$ cat src/rtl/uart_tx_frame_gen_if.sv
// Parallel request side and serial/status side of the UART transmitter.
// The master drives the byte and frame options, and the slave (the transmitter) drives the line.
interface uart_tx_frame_gen_if #(
    parameter int DATA_WIDTH = 8
);
    logic [4:0]            Prescale_tx;
    logic [DATA_WIDTH-1:0] P_DATA_tx;
    logic                  Data_Valid_tx;
    logic                  PAR_EN_tx;
    logic                  PAR_TYP_tx;
    logic                  TX_OUT_tx;
    logic                  Busy_tx;

    modport master (
        output Prescale_tx, P_DATA_tx, Data_Valid_tx, PAR_EN_tx, PAR_TYP_tx,
        input  TX_OUT_tx, Busy_tx
    );

    modport slave (
        input  Prescale_tx, P_DATA_tx, Data_Valid_tx, PAR_EN_tx, PAR_TYP_tx,
        output TX_OUT_tx, Busy_tx
    );
endinterface

$ cat src/rtl/uart_tx_frame_gen.sv
// UART transmitter. It sends start, data LSB-first, optional parity and stop.
// Every bit lasts exactly Prescale clocks, timed by an edge/bit counter pair that mirrors the RX side.
module uart_tx_frame_gen #(
    parameter int DATA_WIDTH = 8
) (
    input  logic                 CLK_tx,
    input  logic                 RST_tx,
    uart_tx_frame_gen_if.slave   bus
);
    localparam int BIT_W = (DATA_WIDTH > 1) ? $clog2(DATA_WIDTH) : 1;
    localparam logic [BIT_W-1:0] LAST_BIT = BIT_W'(DATA_WIDTH - 1);

    typedef enum logic [2:0] {IDLE, START, DATA, PARITY, STOP} state_t;

    state_t                state, state_nxt;
    logic [4:0]            edge_cnt, edge_cnt_nxt;
    logic [BIT_W-1:0]      bit_cnt, bit_cnt_nxt;
    logic [DATA_WIDTH-1:0] data_q, data_nxt;
    logic                  par_en_q, par_en_nxt;
    logic                  par_typ_q, par_typ_nxt;
    logic [4:0]            prescale_q, prescale_nxt;
    logic                  tx_q, tx_nxt;
    logic                  busy_q, busy_nxt;

    logic [4:0]            last_edge;
    logic                  bit_end;
    logic                  parity_bit;
    logic [BIT_W-1:0]      bit_idx_nxt;

    // Only 8 is honoured as-is. Every other latched prescale runs at 16 clocks per bit.
    assign last_edge   = (prescale_q == 5'd8) ? 5'd7 : 5'd15;
    assign bit_end     = (edge_cnt == last_edge);
    assign parity_bit  = (^data_q) ^ par_typ_q;
    assign bit_idx_nxt = bit_cnt + 1'b1;

    // NOTE: every *_nxt gets its current value first, so no path can leave one unassigned and infer a latch.
    always_comb begin
        state_nxt    = state;
        edge_cnt_nxt = edge_cnt;
        bit_cnt_nxt  = bit_cnt;
        data_nxt     = data_q;
        par_en_nxt   = par_en_q;
        par_typ_nxt  = par_typ_q;
        prescale_nxt = prescale_q;
        tx_nxt       = tx_q;
        busy_nxt     = busy_q;

        if (state != IDLE)
            edge_cnt_nxt = bit_end ? 5'd0 : edge_cnt + 5'd1;

        case (state)
            IDLE: begin
                if (bus.Data_Valid_tx) begin
                    data_nxt     = bus.P_DATA_tx;
                    par_en_nxt   = bus.PAR_EN_tx;
                    par_typ_nxt  = bus.PAR_TYP_tx;
                    prescale_nxt = bus.Prescale_tx;
                    edge_cnt_nxt = 5'd0;
                    bit_cnt_nxt  = '0;
                    tx_nxt       = 1'b0;
                    busy_nxt     = 1'b1;
                    state_nxt    = START;
                end
            end
            START: begin
                if (bit_end) begin
                    state_nxt   = DATA;
                    bit_cnt_nxt = '0;
                    tx_nxt      = data_q[0];
                end
            end
            DATA: begin
                if (bit_end) begin
                    if (bit_cnt == LAST_BIT) begin
                        bit_cnt_nxt = '0;
                        state_nxt   = par_en_q ? PARITY : STOP;
                        tx_nxt      = par_en_q ? parity_bit : 1'b1;
                    end else begin
                        bit_cnt_nxt = bit_idx_nxt;
                        tx_nxt      = data_q[bit_idx_nxt];
                    end
                end
            end
            PARITY: begin
                if (bit_end) begin
                    state_nxt = STOP;
                    tx_nxt    = 1'b1;
                end
            end
            STOP: begin
                if (bit_end) begin
                    state_nxt = IDLE;
                    tx_nxt    = 1'b1;
                    busy_nxt  = 1'b0;
                end
            end
            default: begin
                state_nxt = IDLE;
                tx_nxt    = 1'b1;
                busy_nxt  = 1'b0;
            end
        endcase
    end

    // NOTE: state registers use non-blocking assignments so every flop samples pre-edge values.
    always_ff @(posedge CLK_tx) begin
        if (RST_tx) begin
            state      <= IDLE;
            edge_cnt   <= 5'd0;
            bit_cnt    <= '0;
            data_q     <= '0;
            par_en_q   <= 1'b0;
            par_typ_q  <= 1'b0;
            prescale_q <= 5'd0;
            tx_q       <= 1'b1;
            busy_q     <= 1'b0;
        end else begin
            state      <= state_nxt;
            edge_cnt   <= edge_cnt_nxt;
            bit_cnt    <= bit_cnt_nxt;
            data_q     <= data_nxt;
            par_en_q   <= par_en_nxt;
            par_typ_q  <= par_typ_nxt;
            prescale_q <= prescale_nxt;
            tx_q       <= tx_nxt;
            busy_q     <= busy_nxt;
        end
    end

    assign bus.TX_OUT_tx = tx_q;
    assign bus.Busy_tx   = busy_q;
endmodule

$ cat src/flat_wrapper.sv
// flat-port wrapper written by rule: the top's interface ports become plain ports
module uart_tx_frame_gen_flat 
#(
    parameter int DATA_WIDTH = 8
)
  (CLK_tx, RST_tx, bus_Prescale_tx, bus_P_DATA_tx, bus_Data_Valid_tx, bus_PAR_EN_tx, bus_PAR_TYP_tx, bus_TX_OUT_tx, bus_Busy_tx);
  uart_tx_frame_gen_if #(.DATA_WIDTH(DATA_WIDTH)) bus_i ();
  input  logic CLK_tx;
  input  logic RST_tx;
  input wire logic [$bits(bus_i.Prescale_tx)-1:0] bus_Prescale_tx;
  input wire logic [$bits(bus_i.P_DATA_tx)-1:0] bus_P_DATA_tx;
  input wire logic [$bits(bus_i.Data_Valid_tx)-1:0] bus_Data_Valid_tx;
  input wire logic [$bits(bus_i.PAR_EN_tx)-1:0] bus_PAR_EN_tx;
  input wire logic [$bits(bus_i.PAR_TYP_tx)-1:0] bus_PAR_TYP_tx;
  output wire logic [$bits(bus_i.TX_OUT_tx)-1:0] bus_TX_OUT_tx;
  output wire logic [$bits(bus_i.Busy_tx)-1:0] bus_Busy_tx;
  assign bus_i.Prescale_tx = bus_Prescale_tx;
  assign bus_i.P_DATA_tx = bus_P_DATA_tx;
  assign bus_i.Data_Valid_tx = bus_Data_Valid_tx;
  assign bus_i.PAR_EN_tx = bus_PAR_EN_tx;
  assign bus_i.PAR_TYP_tx = bus_PAR_TYP_tx;
  assign bus_TX_OUT_tx = bus_i.TX_OUT_tx;
  assign bus_Busy_tx = bus_i.Busy_tx;
  uart_tx_frame_gen #(.DATA_WIDTH(DATA_WIDTH)) u_core (.CLK_tx(CLK_tx), .RST_tx(RST_tx), .bus(bus_i));
endmodule
$ cat config.mk
export PLATFORM = sky130hd
export DESIGN_NAME = uart_tx_frame_gen_flat
export DESIGN_NICKNAME = d
export VERILOG_FILES = /design/src/rtl/uart_tx_frame_gen_if.sv /design/src/rtl/uart_tx_frame_gen.sv /design/src/flat_wrapper.sv
export SDC_FILE = /design/constraint.sdc
export NUM_CORES = 1
export LEC_CHECK = 0
export CORE_MARGIN = 2
export CORE_UTILIZATION = 38
export DETAILED_ROUTE_END_ITERATION = 10
export SYNTH_ARGS = -nofsm -noshare
export SYNTH_HDL_FRONTEND = slang
export SYNTH_SLANG_ARGS = --single-unit
$ cat constraint.sdc
create_clock -name CLK_tx -period 2.15 [get_ports CLK_tx]
set_input_delay 0.3225 -clock CLK_tx [delete_from_list [all_inputs] [get_ports CLK_tx]]
set_output_delay 0.3225 -clock CLK_tx [all_outputs]
set_load 0.005 [all_outputs]
* Word-level counts from Yosys, hierarchy flattened
Cells that the tools add are included.
** Storage, ports and cells
- Register bits :: 28
- Latch bits :: 0
- Memory bits (writable) :: 0
- Memory bits (read-only) :: 0
- Input port bits :: 18
- Output and inout port bits :: 2
- Word-level logic and storage cells :: 68
- Memories kept :: 0
** Operators by class
- Add/subtract/negate cells :: 2
- Multipliers :: 0
- Div/mod/pow operators :: 0
- Order comparisons :: 1
- Equal/unequal tests :: 14
- Shifts and indexed selects :: 0
- Multiplexer cells :: 29
- Bitwise gates (word level) :: 2
- Reductions and logical operators :: 11
** Operators by type and width (count)
- 2-to-1 mux 3 bit :: 10
- 2-to-1 mux 5 bit :: 4
- one-hot mux 3 bit (5 select lines) :: 1
- != test 2 x 1 -> 1 bit (second input constant) :: 6
- 2-to-1 mux 1 bit :: 9
- one-hot mux 3 bit (3 select lines) :: 1
- AND reduction 4 bit :: 2
- XOR reduction 8 bit :: 1
- equality test 3 x 2 -> 1 bit (second input constant) :: 2
- equality test 3 bit (second input constant) :: 2
- AND reduction 6 bit :: 1
- nonzero test 3 bit :: 2
- adder 5 x 1 -> 5 bit (second input constant) :: 1
- equality test 5 x 4 -> 1 bit (second input constant) :: 1
- equality test 5 bit :: 1
- < comparator 3 x 4 -> 1 bit (second input constant) :: 1
- 2-to-1 mux 4 bit :: 1
- one-hot mux 1 bit (4 select lines) :: 1
- adder 3 x 1 -> 3 bit (second input constant) :: 1
- binary-select mux 1 bit (select 3 bit) :: 1
- equality test 3 x 1 -> 1 bit (second input constant) :: 1
- logical NOT 3 bit :: 1
- one-hot mux 1 bit (3 select lines) :: 1
- AND reduction 3 bit :: 1
- other kinds (6) :: 6

* Depth between registers and ports, before layout
Gate-level depths: netlist of run 1.
- Depth after elaboration :: 7
- Mapped depth :: 7
- Gate-level depth less buffers :: 7

* Worst setup path after synthesis of run 1
Ideal clock, no wire load.
- Kind :: flip-flop to flip-flop
- Start :: reg u_core.prescale_q[1]
- End :: reg u_core.bit_cnt[0]
- Library setup time :: 72 ps
- Data arrival time :: 1938 ps
- Data required time :: 2078 ps
- Path slack :: 140 ps
- Stages on the path, launching flop included :: 6
- Buffers on the path :: 0
- Period minus slack after synthesis :: 2010 ps
- Cells stage by stage :: dfxtp_1 > or4b_4 > nor4b_4 > o21ai_0 > a31oi_1 > mux2i_1
** On the way
- Longest elaborated chain between the ends :: 5
- Elaborated cells on any way between the ends :: 6
- Classes of those cells :: 4 x eq/ne; 1 x mux; 1 x reduce/logical
** Ends and longest elaborated chain
- start: declaration :: RTL line uart_tx_frame_gen.sv:21 : logic [4:0] prescale_q, prescale_nxt;
- start signal: assignment :: RTL line uart_tx_frame_gen.sv:124 : prescale_q <= prescale_nxt;
- equality test 5 x 4 -> 1 bit (*) :: RTL line uart_tx_frame_gen.sv:31 : assign last_edge = (prescale_q == 5'd8) ? 5'd7 : 5'd15;
- 2-to-1 mux 4 bit (*) :: RTL line uart_tx_frame_gen.sv:31
- equality test 5 bit (*) :: RTL line uart_tx_frame_gen.sv:32 : assign bit_end = (edge_cnt == last_edge);
- != test 2 x 1 -> 1 bit (no source line)
- AND reduction 4 bit (no source line) (*)
- end signal: assignment :: RTL line uart_tx_frame_gen.sv:120 : bit_cnt <= bit_cnt_nxt;
- end: declaration :: RTL line uart_tx_frame_gen.sv:17 : logic [BIT_W-1:0] bit_cnt, bit_cnt_nxt;
Mark *: on every way between the ends. The rest lies on a longest branch, timed or not.
A chain may end at the register's enable or synchronous reset.

* Worst setup path in the final report of run 1
- Start :: reg u_core.prescale_q[1]
- End :: reg u_core.state[2]
** On the way
- Longest elaborated chain between the ends :: 5
- Elaborated cells on any way between the ends :: 8
- Classes of those cells :: 6 x eq/ne; 1 x mux; 1 x reduce/logical
** Ends and longest elaborated chain
- equality test 5 x 4 -> 1 bit (*) :: RTL line uart_tx_frame_gen.sv:31
- 2-to-1 mux 4 bit (*) :: RTL line uart_tx_frame_gen.sv:31
- equality test 5 bit (*) :: RTL line uart_tx_frame_gen.sv:32
- != test 2 x 1 -> 1 bit (no source line)
- AND reduction 6 bit (no source line) (*)
- end signal: assignment :: RTL line uart_tx_frame_gen.sv:118 : state <= state_nxt;
- end: declaration :: RTL line uart_tx_frame_gen.sv:15 : state_t state, state_nxt;
Marked as above.

==> results.tsv, run 1 <==
metric	value	unit
number of synthesized register bits	28	
CP Launch Type	flip-flop	
vias per cell	5.16	
n_diodes	0	
DRC viols	0	
Placed Cells	233	
initial antenna violation count	0	
Leak	0.000658	µW
Setup crit end	u_core.state[2]	
Max-Cap Viols	0	
outcome	completed	
fraction of layout cells with a size suffix above 1	0.106	
Net Switching	246	µW
clock buffer depth	2	
r2r worst-path depth	6	
Worst-path clk slew	0.09	ns
post-route setup slack	0.0558	ns
Final setup viols	0	
Setup TNS	0	ns
vias in the first global route	1142	
CP Max Fanout	4	
worst hold-check path type	reg2reg	
power density of the placed cells	578	nW/µm²
top-count cell post-synth	nand2_1	
post-synth top area share	0.393	
core area	3630	µm²
Initial Utilization	0.393	
uppermost routed layer	met4	
post-synthesis instance total	166	
CP Launch Point	u_core.prescale_q[1]	
Buffers on Ports	19	
Detailed Place HPWL	2310	µm
Chip Height	65.3	µm
Clock power frac	0.271	
Layout Nets	212	
max frequency	478	MHz
Sw Ratio	0.242	
Die Width	65.3	µm
I/O pin cnt	20	
CTS Buf Count	3	
DP Area	1710	µm²
vias	1222	
clk sinks	28	
Tot GR Track Use	0.146	
fin area	1760	µm²
WL met3	88	µm
critical path type	reg2reg	
First-pass DRT Iterations	4	
Flop pwr share	0.559	
Worst Setup End Kind	flip-flop	
Wirelength per Cell	12.7	µm
Logic pwr share	0.169	
root buf cell	clkbuf_8	
FF-to-FF Start	u_core.prescale_q[1]	
R2R setup slack	0.06	ns
Worst EP arrival	2.30	ns
DR WL met2	1420	µm
minimum clock period	2.09	ns
Synth Flop Type	dfxtp_1	
Clk Latency, worst-skew pair	0.27	ns
largest net degree at the start of global routing	16	
Seq/Total Area, Yosys	0.393	
mapped cell area	1430	µm²
CTS hold repair buffers	0	
Rel. slew slack	0.610	
CTS resizes	0	
Detail Route Antenna Nets	0	
Synth area leader	dfxtp_1	
M1 wire length	1490	µm
Clock H-tree levels	1	
RR Endpoint	u_core.state[2]	
Net Count, Synth	187	
Detailed Route WL	3010	µm
Ys Warns	0	
Pins Over Slew Limit	0	
final cell count without fillers	237	
synth cell count leaders	nand2_1 (38), dfxtp_1 (28), a21oi_1 (21), nor2_1 (9), clkbuf_1 (8)	
syn avg cell area	8.60	µm²
TritonCTS clock tree	built	
Area growth syn-to-layout	23.0	%
fraction of registers with async set or reset after synthesis	0	
clk_skew	0.00187	ns
unrepaired setup endpoints after global routing	true	
Worst Path Required	2.35	ns
total die area	4260	µm²
Synth area leaders	dfxtp_1 (39%), nand2_1 (10%), a21oi_1 (7.4%), mux2i_1 (4.2%), mux4_2 (3.2%)	
design internal power	770	µW
Cell Rows	22	
iteration-0 DRC count of the detailed router	33	
pre-CTS setup slack	0.0763	ns
Final period util	0.974	
EDFF count, synth	0	
post-synthesis cell type count	38	
Worst Max-Slew Pin Slew	0.580	ns
maximum vdd drop	0.000322	V
routability cong.	0.807	
total congestion overflow	0	
final hold vios	0	
global-route wire length before repair	4900	µm
[worst max-delay path, stage by stage (launching register included)]
cell and delay, ns:
dfxtp_1 0.32, or4b_4 0.55, nor4b_4 0.32, buf_4 0.17, nor2_2 0.05, or4b_1 0.49
a21oi_1 0.13
[timing repair]
action	CTS	global route
endpoints found under the setup margin	0	4
buffers inserted	0	1
hold endpoints to repair	0	0
[metal layers]
metal / GRT usage / up-vias
met5: 0 / -
met2: 0.241 / 19
met3: 0.0205 / 2
met1: 0.195 / 565
li1: - / 636
met4: 0.0521 / 0
[worst min path at each step]
stage	cells past startpoint	endpoint	slack [ns]	from
after detailed placement	2	u_core.prescale_q[2]	0.46	u_core.prescale_q[2]
after CTS	2	u_core.prescale_q[2]	0.47	u_core.prescale_q[2]
after global placement	2	u_core.prescale_q[1]	0.44	u_core.prescale_q[1]
after global routing	2	u_core.prescale_q[2]	0.49	u_core.prescale_q[2]
after floorplan	2	u_core.prescale_q[3]	0.43	u_core.prescale_q[3]
final	2	u_core.prescale_q[2]	0.47	u_core.prescale_q[2]
[placed cells by master (no fill, tap or decap), drive strengths merged, types with 2 or more instances in the layout]
cell           synthesis  routed
nor2                  10      10
dfxtp                 28      28
nand2b                 6       6
mux4                   2       2
nor2b                  3       3
a22oi                  2       2
xnor3                  2       2
o21ai                  4       4
a21oi                 21      21
nor4                   2       2
a311oi                 2       2
nor3                   5       5
ha                     3       3
nand3                  2       2
xnor2                  2       2
buf                    0       9
clkbuf                 8       3
mux2i                  6       6
nor3b                  2       2
or4b                   2       2
nand2                 38      38
a41oi                  2       2
clkdlybuf4s50          0      19
[kinds of logic after synthesis]
| kind of cell | Yosys count | synth area share |
|---|---|---|
| compound gates | 38 | 0.161 |
| mux | 9 | 0.0815 |
| fa+ha+maj | 3 | 0.0263 |
| flops | 28 | 0.393 |
| simple gates | 74 | 0.265 |
| xor+xnor | 5 | 0.0500 |
| buf+inv | 9 | 0.0237 |
[power by group through the flow]
stage | clock, µW | combinational (µW) | sequential [µW]
3_3_place_gp | 0 | 170 | 579
5_1_grt | 307 | 188 | 573
6_report | 275 | 172 | 568
2_1_floorplan | 0 | 108 | 572
4_1_cts | 288 | 174 | 569
3_5_place_dp | 0 | 174 | 581
[through the flow]
step | power, µW | util | hold slack (ns)
2_1_floorplan | 680 | - | 0.432
3_3_place_gp | 750 | 0.470 | 0.444
3_5_place_dp | 754 | 0.470 | 0.460
4_1_cts | 1030 | 0.481 | 0.473
5_1_grt | 1070 | 0.483 | 0.492
6_report | 1020 | 0.483 | 0.471
[state kept, by name, indices dropped and copies added (netlist names)]
register              flops
u_core.edge_cnt           5
u_core.bus.TX_OUT_tx      1
u_core.par_en_q           1
u_core.bit_cnt            3
u_core.data_q             8
u_core.state              3
u_core.bus.Busy_tx        1
u_core.prescale_q         5
u_core.par_typ_q          1
[area by class of cell]
cell class,count,area [µm²]
clock buffers,3,41.3
fillers,359,1880
inverters,1,3.75
multi-input cells,129,833
flip-flops and latches,28,561
well taps,48,60.1
repair buffers,28,258
Note: power is estimated with default switching activity, not from simulation.
==> run 2, diff against run 1 <==
CORE_MARGIN = default   (was 2)
==> run 2 against run 1 <==
Critical path depth grew 1. Count of clock-buffer cells in the layout is 1 higher. Clock skew rose by 0.0028 ns. Design area rose by 0.57%. Wire length down 1.0%. Clock power up 17%.
==> results.tsv, run 2 (synthesis gave the netlist of run 1 again) <==
metric	value	unit	change
outcome	completed		
final hold vios	0		unchanged
Pins Over Slew Limit	0		unchanged
Detailed Route WL	2980	µm	-1.0%
worst-case hold slack	0.461	ns	-0.0106 ns
I/O pin cnt	20		unchanged
clk_skew	0.00468	ns	+0.00282 ns
max frequency	481	MHz	+0.83%
post-route setup slack	0.0731	ns	+0.0173 ns
Layout Nets	211		-0.47%
Cell Rows	21		-4.5%
minimum clock period	2.08	ns	-0.0173 ns
Worst Path Required	2.30	ns	-0.05 ns
Setup TNS	0	ns	unchanged
most frequent cells in the layout	nand2_1 (38), dfxtp_1 (28), a21oi_1 (21), clkdlybuf4s50_1 (19), nor2_1 (9)		
TritonCTS clock tree	built		
DRC viols	0		unchanged
Wirelength per Cell	12.7	µm	-0.15%
global-route wire length before repair	4910	µm	+0.27%
CP Launch Type	flip-flop		
total congestion overflow	0		unchanged
Initial Utilization	0.412		+0.0187
Worst EP arrival	2.23	ns	-0.07 ns
Worst-path clk slew	0.09	ns	about the same
Final period util	0.966		-0.00804
largest net degree at the start of global routing	16		unchanged
CTS hold repair buffers	0		unchanged
Post-CTS Setup Bufs	0		unchanged
First-pass DRT Iterations	4		unchanged
number of flip-flops in the largest register	8		unchanged
Leak	0.000661	µW	+0.44%
vias per cell	5.23		+1.5%
worst hold-check path type	reg2reg		
Worst Max-Slew Pin Slew	0.707	ns	+0.127 ns
Detail Route Antenna Nets	0		unchanged
Area growth syn-to-layout	23.8	%	
Worst Setup End Kind	flip-flop		
critical path type	reg2reg		
routability cong.	0.784		-2.8%
Clock H-tree levels	1		unchanged
Final setup viols	0		unchanged
vias	1230		+0.65%
n_diodes	0		unchanged
CTS resizes	0		unchanged
core area	3470	µm²	-4.5%
biggest regs	u_core.data_q (8), u_core.edge_cnt (5), u_core.prescale_q (5)		
iteration-0 DRC count of the detailed router	35		+6.1%
clk sinks	28		unchanged
CTS Buf Count	3		unchanged
Largest Register	u_core.data_q		
final cell count without fillers	235		-0.84%
CP Max Fanout	3		-1
total die area	4010	µm²	-6.0%
Detailed Place HPWL	2280	µm	-1.3%
maximum vdd drop	0.000258	V	-20%
Buffers on Ports	19		unchanged
clock buffer depth	2		unchanged
root buf cell	clkbuf_8		
Rel. slew slack	0.525		-0.0856
Chip Height	63.3	µm	-3.1%
unrepaired setup endpoints after global routing	false		
Placed Cells	231		-0.86%
total power	1070	µW	+4.9%
pre-CTS setup slack	0.0445	ns	-0.0317 ns
fraction of layout cells with a size suffix above 1	0.106		unchanged
Die Width	63.3	µm	-3.1%
commonest non-fill, non-tap cell in the layout	nand2_1		
Tot GR Track Use	0.156		+0.0100
Max-Cap Viols	0		unchanged
vias in the first global route	1091		-4.5%
power density of the placed cells	603	nW/µm²	+4.4%
Clk Latency, worst-skew pair	0.27	ns	about the same
initial antenna violation count	0		unchanged
==> run 2: final cells by class <==
class                      count  area (µm²)
fill                         346        1700
multi-input combinational    129         840
sequential                    28         561
clock buffer                   4        55.1
timing repair buffer          27         250
inverter                       1        3.75
tap                           46        57.6
==> run 2: path summary, 6_finish.rpt <==
path,from,to,slack (ns),cells after the start
worst max-delay path,u_core.bit_cnt[0],u_core.bus.TX_OUT_tx,0.07,7
worst min-delay path,u_core.prescale_q[1],u_core.prescale_q[1],0.46,2
worst min register to register,u_core.prescale_q[1],u_core.prescale_q[1],0.46,2
worst max register to register,u_core.bit_cnt[0],u_core.bus.TX_OUT_tx,0.07,7
==> run 2: worst max-delay path, stage by stage (launching register included) <==
cell       delay, ns
dfxtp_1         0.33
ha_1            0.20
ha_1            0.34
mux4_2          0.31
nor3b_1         0.20
nor3_1          0.06
a2111oi_0       0.39
mux2i_1         0.13
==> run 2: per-stage QoR <==
stage	util	cell area (µm²)
CTS	0.508	1760
global placement	0.492	1710
detailed placement	0.492	1710
global route	0.509	1770
floorplan	-	1430
finish	0.509	1770
==> run 2: per-layer routing <==
layer / part of all wire / global-route usage / vias to the layer above
met5: 0 / 0 / -
li1: - / - / 634
met3: 0.029 / 0.0362 / 4
met2: 0.47 / 0.247 / 18
met4: 0.010 / 0.0597 / 0
met1: 0.49 / 0.205 / 574
==> run 2: power breakdown <==
group,switching [µW],leakage (µW),internal (µW),total [µW]
clock,159,0.0000288,164,322
combinational,73.8,0.000403,101,175
sequential,24.5,0.000229,544,568
==> run 3, diff against run 2 <==
CAP_MARGIN = 20   (was default)
TNS_END_PERCENT = 50   (was default)
==> results of run 3 <==
Final layout, timing and power as in run 2 (identical DEF).
